<file path="src/rtl/parity_class_tracker.sv">
// Tracks the parity class (even/odd) of an accepted sample stream: current class,
// run length of the current class, a change pulse, and per-class saturating totals.
module parity_class_tracker #(
  parameter int unsigned DATA_W = 8,
  parameter int unsigned RUN_W  = 4,
  parameter int unsigned CNT_W  = 16
) (
  input  logic              clk,
  input  logic              reset,
  input  logic              in_valid,
  input  logic [DATA_W-1:0] data_in,
  input  logic              mode,
  input  logic              clear,
  output logic              even,
  output logic              odd,
  output logic              seen,
  output logic [RUN_W-1:0]  run_len,
  output logic              changed,
  output logic [CNT_W-1:0]  even_total,
  output logic [CNT_W-1:0]  odd_total
);

  localparam logic [1:0] IDLE = 2'd0;
  localparam logic [1:0] EVEN = 2'd1;
  localparam logic [1:0] ODD  = 2'd2;

  localparam logic [RUN_W-1:0] RUN_MAX = {RUN_W{1'b1}};
  localparam logic [CNT_W-1:0] CNT_MAX = {CNT_W{1'b1}};

  logic [1:0]       state_q, state_d;
  logic [RUN_W-1:0] run_q, run_d;
  logic             changed_q, changed_d;
  logic [CNT_W-1:0] even_cnt_q, even_cnt_d;
  logic [CNT_W-1:0] odd_cnt_q, odd_cnt_d;

  logic             sample_cls;
  logic [1:0]       sample_state;
  logic             same_class;

  // Class of the presented sample: LSB or full XOR-reduction, selected per sample.
  always_comb begin
    sample_cls   = mode ? (^data_in) : data_in[0];
    sample_state = sample_cls ? ODD : EVEN;
    same_class   = (state_q == sample_state);
  end

  // Next-state and counter update; clear outranks any sample in the same cycle.
  always_comb begin
    state_d    = state_q;
    run_d      = run_q;
    changed_d  = 1'b0;
    even_cnt_d = even_cnt_q;
    odd_cnt_d  = odd_cnt_q;

    if (clear) begin
      state_d    = IDLE;
      run_d      = '0;
      even_cnt_d = '0;
      odd_cnt_d  = '0;
    end else if (in_valid) begin
      state_d = sample_state;

      if ((state_q == IDLE) || !same_class) begin
        run_d     = RUN_W'(1);
        changed_d = (state_q != IDLE);
      end else if (run_q != RUN_MAX) begin
        run_d = run_q + RUN_W'(1);
      end

      if (sample_cls) begin
        if (odd_cnt_q != CNT_MAX) begin
          odd_cnt_d = odd_cnt_q + CNT_W'(1);
        end
      end else begin
        if (even_cnt_q != CNT_MAX) begin
          even_cnt_d = even_cnt_q + CNT_W'(1);
        end
      end
    end
  end

  always_ff @(posedge clk or posedge reset) begin
    if (reset) begin
      state_q    <= IDLE;
      run_q      <= '0;
      changed_q  <= 1'b0;
      even_cnt_q <= '0;
      odd_cnt_q  <= '0;
    end else begin
      state_q    <= state_d;
      run_q      <= run_d;
      changed_q  <= changed_d;
      even_cnt_q <= even_cnt_d;
      odd_cnt_q  <= odd_cnt_d;
    end
  end

  // Class flags are pure decodes of the state register.
  assign even       = (state_q == EVEN);
  assign odd        = (state_q == ODD);
  assign seen       = (state_q != IDLE);
  assign run_len    = run_q;
  assign changed    = changed_q;
  assign even_total = even_cnt_q;
  assign odd_total  = odd_cnt_q;

endmodule

</file>
<file path="config.mk">
export PLATFORM = sky130hd
export DESIGN_NAME = parity_class_tracker
export DESIGN_NICKNAME = d
export VERILOG_FILES = /design/src/rtl/parity_class_tracker.sv
export SDC_FILE = /design/constraint.sdc
export NUM_CORES = 1
export LEC_CHECK = 0
export ABC_AREA = 1
export BUFFER_PORTS_ARGS = -buffer_cell sky130_fd_sc_hd__buf_2
export CORE_ASPECT_RATIO = 0.8
export CORE_MARGIN = 5
export CORE_UTILIZATION = 43
export DETAILED_ROUTE_END_ITERATION = 10
export PLACE_DENSITY = 0.65
export SYNTH_ARGS = -nofsm -noshare
export SYNTH_HDL_FRONTEND = slang
export SYNTH_SLANG_ARGS = --single-unit
</file>
<file path="constraint.sdc">
create_clock -name clk -period 2 [get_ports clk]
set_input_delay 0.2 -clock clk [delete_from_list [all_inputs] [get_ports clk]]
set_output_delay 0.2 -clock clk [all_outputs]
set_load 0.1 [all_outputs]
</file>
==> impl_metrics.env <==
export IMPL_status="completed"
export IMPL_die_h_um=78.37
export IMPL_grt_pass1_wl_um=10390
export IMPL_ys_ff_latch=39
export IMPL_drt_iter0_drc=94
export IMPL_worstSetupPathType="flop to flop"
export IMPL_dpl_instance_area_um2=2934
export IMPL_post_synth_and_or_nand_nor_area_fraction_pct=35.86
export IMPL_cts_root_buf="clkbuf_8"
export IMPL_period_share_pct=92.43
export IMPL_core_um2=5555
export IMPL_rsz0062_at_grt="true"
export IMPL_r2r_cells=9
export IMPL_worst_path_max_fanout=9
export IMPL_synthArstFlopShare_pct=100.0
export IMPL_antennaDiodeCount=0
export IMPL_drtAntennaViolNets=0
export IMPL_drt_wl_total_um=6155
export IMPL_avgViaCountPerCell=5.152
export IMPL_cp_data_required_time_ps=2210
export IMPL_synthXorXnorAreaFrac_pct=4.880
export IMPL_ys_types=34
export IMPL_fmax_mhz=541.0
export IMPL_avgSynthCellArea_um2=7.220
export IMPL_drc_errors=0
export IMPL_power_density_nw_per_um2=601.8
export IMPL_slew_viol_final=0
export IMPL_synth_area_mux_share_pct=0
export IMPL_grt_overflow=0
export IMPL_hold_path_class="input port to asynchronous set/reset pin"
export IMPL_fillerInstances=559
export IMPL_fin_skew_ps=7.904
export IMPL_synth_top_family_by_area="simple AND/OR/NAND/NOR gates"
export IMPL_drive_gt1_share_pct=27.32
export IMPL_reg2reg_from="odd_total[0]"
export IMPL_clk_pin_slew_ps=90
export IMPL_numPortBuffers=52
export IMPL_rows=24
export IMPL_worstPathCellList="ha_1, nand2_1, nor2_2, inv_1, nor2_1, a31oi_1, nand2_2, buf_6, o31ai_1"
export IMPL_cp_data_arrival_time_ps=2060
export IMPL_dp_hpwl_um=4727
export IMPL_p_sw_uw=677.4
export IMPL_htreeDepth=2
export IMPL_nNetsFinal=425
export IMPL_cts_hold_buf=0
export IMPL_clk_path_buf_depth=2
export IMPL_gp_congestion=0.8412
export IMPL_synth_compound_area_share_pct=10.51
export IMPL_cp_start_kind="flop"
export IMPL_vias=2514
export IMPL_syn_inst=348
export IMPL_hold_violations=0
export IMPL_switching_share_pct=36.96
export IMPL_synthesis_area_um2=2512
export IMPL_firstDrtPassIters=4
export IMPL_seq_power_share_pct=45.7
export IMPL_grt_pass1_vias=2301
export IMPL_power_frac_clock_pct=30.6
export IMPL_cpPeakStageDelay_ps=490
export IMPL_drv_cap=0
export IMPL_dieArea_um2=7481
export IMPL_p_int_mw=1.155
export IMPL_power_mw=1.833
export IMPL_yosysSeqAreaShare_pct=38.84
export IMPL_fin_cells=488
export IMPL_wl_per_cell_um=12.61
export IMPL_syn_num_nets=364
export IMPL_areaGrowthSynthToFinish_pct=21.22
export IMPL_die_width_um=95.46
export IMPL_initial_utilization_pct=45.23
export IMPL_worst_slew_pin_slew_ps=637.3
export IMPL_io_pin_count=53
export IMPL_antenna_found_initial=0
export IMPL_numClockSinks=39
export IMPL_cp_num_buf_inv=2
export IMPL_vdd_drop_max_uv=313.8
export IMPL_grt_max_degree=40
export IMPL_synth_adder_area_share_pct=1.494
export IMPL_r2r_end="odd_total[13]"
export IMPL_leakage_nw=1.466
export IMPL_post_route_cell_area_um2=3045
export IMPL_relSlewSlack_pct=57.19
export IMPL_reg2reg_slack_ps=150
export IMPL_grtUsageTotal_pct=17.09
export IMPL_cts_made_buffers=5
export IMPL_setup_viol=0
export IMPL_crit_slowest_cell="dfrtp_4"
export IMPL_cts_tree="done"
export IMPL_crit_family="flip-flops"
export IMPL_dp_cells=479
export IMPL_worstSkewPairLatency_ps=300
export IMPL_synth_top_flop_cell="dfrtp_1"
export IMPL_min_period_ps=1849
export IMPL_ys_warnings_count=0
export IMPL_end_kind="flop"
export IMPL_comb_power_share_pct=23.7
export IMPL_synth_edf_count=0
## stage by stage
step	util [%]	TNS [ps]	worst slack, ps	hold WS [ps]
floorplan	-	0	2.623	349.4
global placement	52.82	0	152.3	347.5
detailed placement	52.82	0	83.72	355.9
CTS	54.48	0	71.11	24.65
global route	54.82	-12.51	-12.51	56.91
finish	54.82	0	151.4	5.798
## cells in the final DEF, fill, tap and decap left out, types with 3 or more instances in the layout
cell type | Yosys | layout
nand2_1 | 90 | 90
buf_2 | 2 | 52
inv_1 | 43 | 43
nand3_1 | 39 | 39
nor2_1 | 32 | 30
dfrtp_2 | 0 | 21
dfrtp_1 | 39 | 14
nor3_1 | 13 | 13
o21ai_0 | 13 | 12
xor2_1 | 12 | 12
nand4_1 | 11 | 11
a21oi_1 | 11 | 11
o21ai_1 | 8 | 9
buf_4 | 1 | 8
clkbuf_8 | 0 | 5
o31ai_1 | 4 | 4
o31ai_2 | 4 | 4
dfrtp_4 | 0 | 4
nor2_2 | 1 | 3
nand2_2 | 3 | 3
ha_1 | 3 | 3
## worst max-delay path by stage
| stage | start | endpoint | slack, ps | depth (start not counted) |
|---|---|---|---|---|
| after floorplan | odd_total[13] | odd_total[5] | 3 | 8 |
| after global placement | odd_total[0] | odd_total[9] | 150 | 11 |
| after detailed placement | odd_total[0] | odd_total[7] | 80 | 11 |
| after CTS | odd_total[0] | odd_total[10] | 70 | 10 |
| after global routing | odd_total[0] | odd_total[10] | -10 | 10 |
| final | odd_total[0] | odd_total[13] | 150 | 9 |
## power groups by stage
stage          logic (mW)  clock network, mW  registers, mW
3_3_place_gp        0.425                  0          0.851
2_1_floorplan       0.214                  0          0.984
4_1_cts             0.430              0.583          0.838
6_report            0.433              0.562          0.838
5_1_grt             0.471              0.617          0.842
3_5_place_dp        0.429                  0          0.853
## final cells by class
| class | count | area, um2 | share of cell area [%] |
|---|---|---|---|
| multi-input combinational | 257 | 1330 | 43.67 |
| sequential | 39 | 1017 | 33.40 |
| timing repair buffer | 61 | 331.6 | 10.89 |
| inverter | 45 | 176.4 | 5.793 |
| tap | 78 | 97.59 | 3.205 |
| clock buffer | 5 | 68.82 | 2.260 |
| clock inverter | 3 | 23.77 | 0.7806 |
## Yosys cell counts (all sizes together), types with 2 or more instances
library cell   n  share of area, %
a21oi         11               2.2
buf            6               1.4
dfrtp         39                39
ha             3               1.5
inv           45               6.8
nand2         94                15
nand3         41               8.9
nand4         11               2.7
nor2          34               5.8
nor3          14               3.0
nor4           2              0.50
o21ai         22               4.5
o31ai          8               3.2
xnor2          2              0.70
xor2          12               4.2
## metal layers
layer  up-vias  GRT usage, %  routed length, um
met5         -             0                  0
met4         0         4.403                 71
met3        10         3.442                283
met2        72         27.74               2852
met1      1157         23.30               2948
li1       1275             -                  -
## state kept, by name, indices dropped and copies added, names as in the netlist
signal and count:
run_len 4, changed 1, odd_total 16, state_q 2, even_total 16
## logic make-up (layout without fill, tap and decap cells)
group / count (synthesis) / in the layout
simple gates: 197 / 197
buf+inv: 52 / 114
compound gates: 43 / 43
flops: 39 / 39
xor+xnor: 14 / 14
fa+ha+maj: 3 / 3
## worst min-delay path, cell delays in order
cell,delay (ps)
buf_2,90
inv_1,40
buf_4,420
## repair_timing
action                                  CTS  global route
gates resized for setup                   0             6
buffers inserted                          0             1
endpoints found under the setup margin    0            12
No activity file was read; power rests on OpenSTA's default activity.
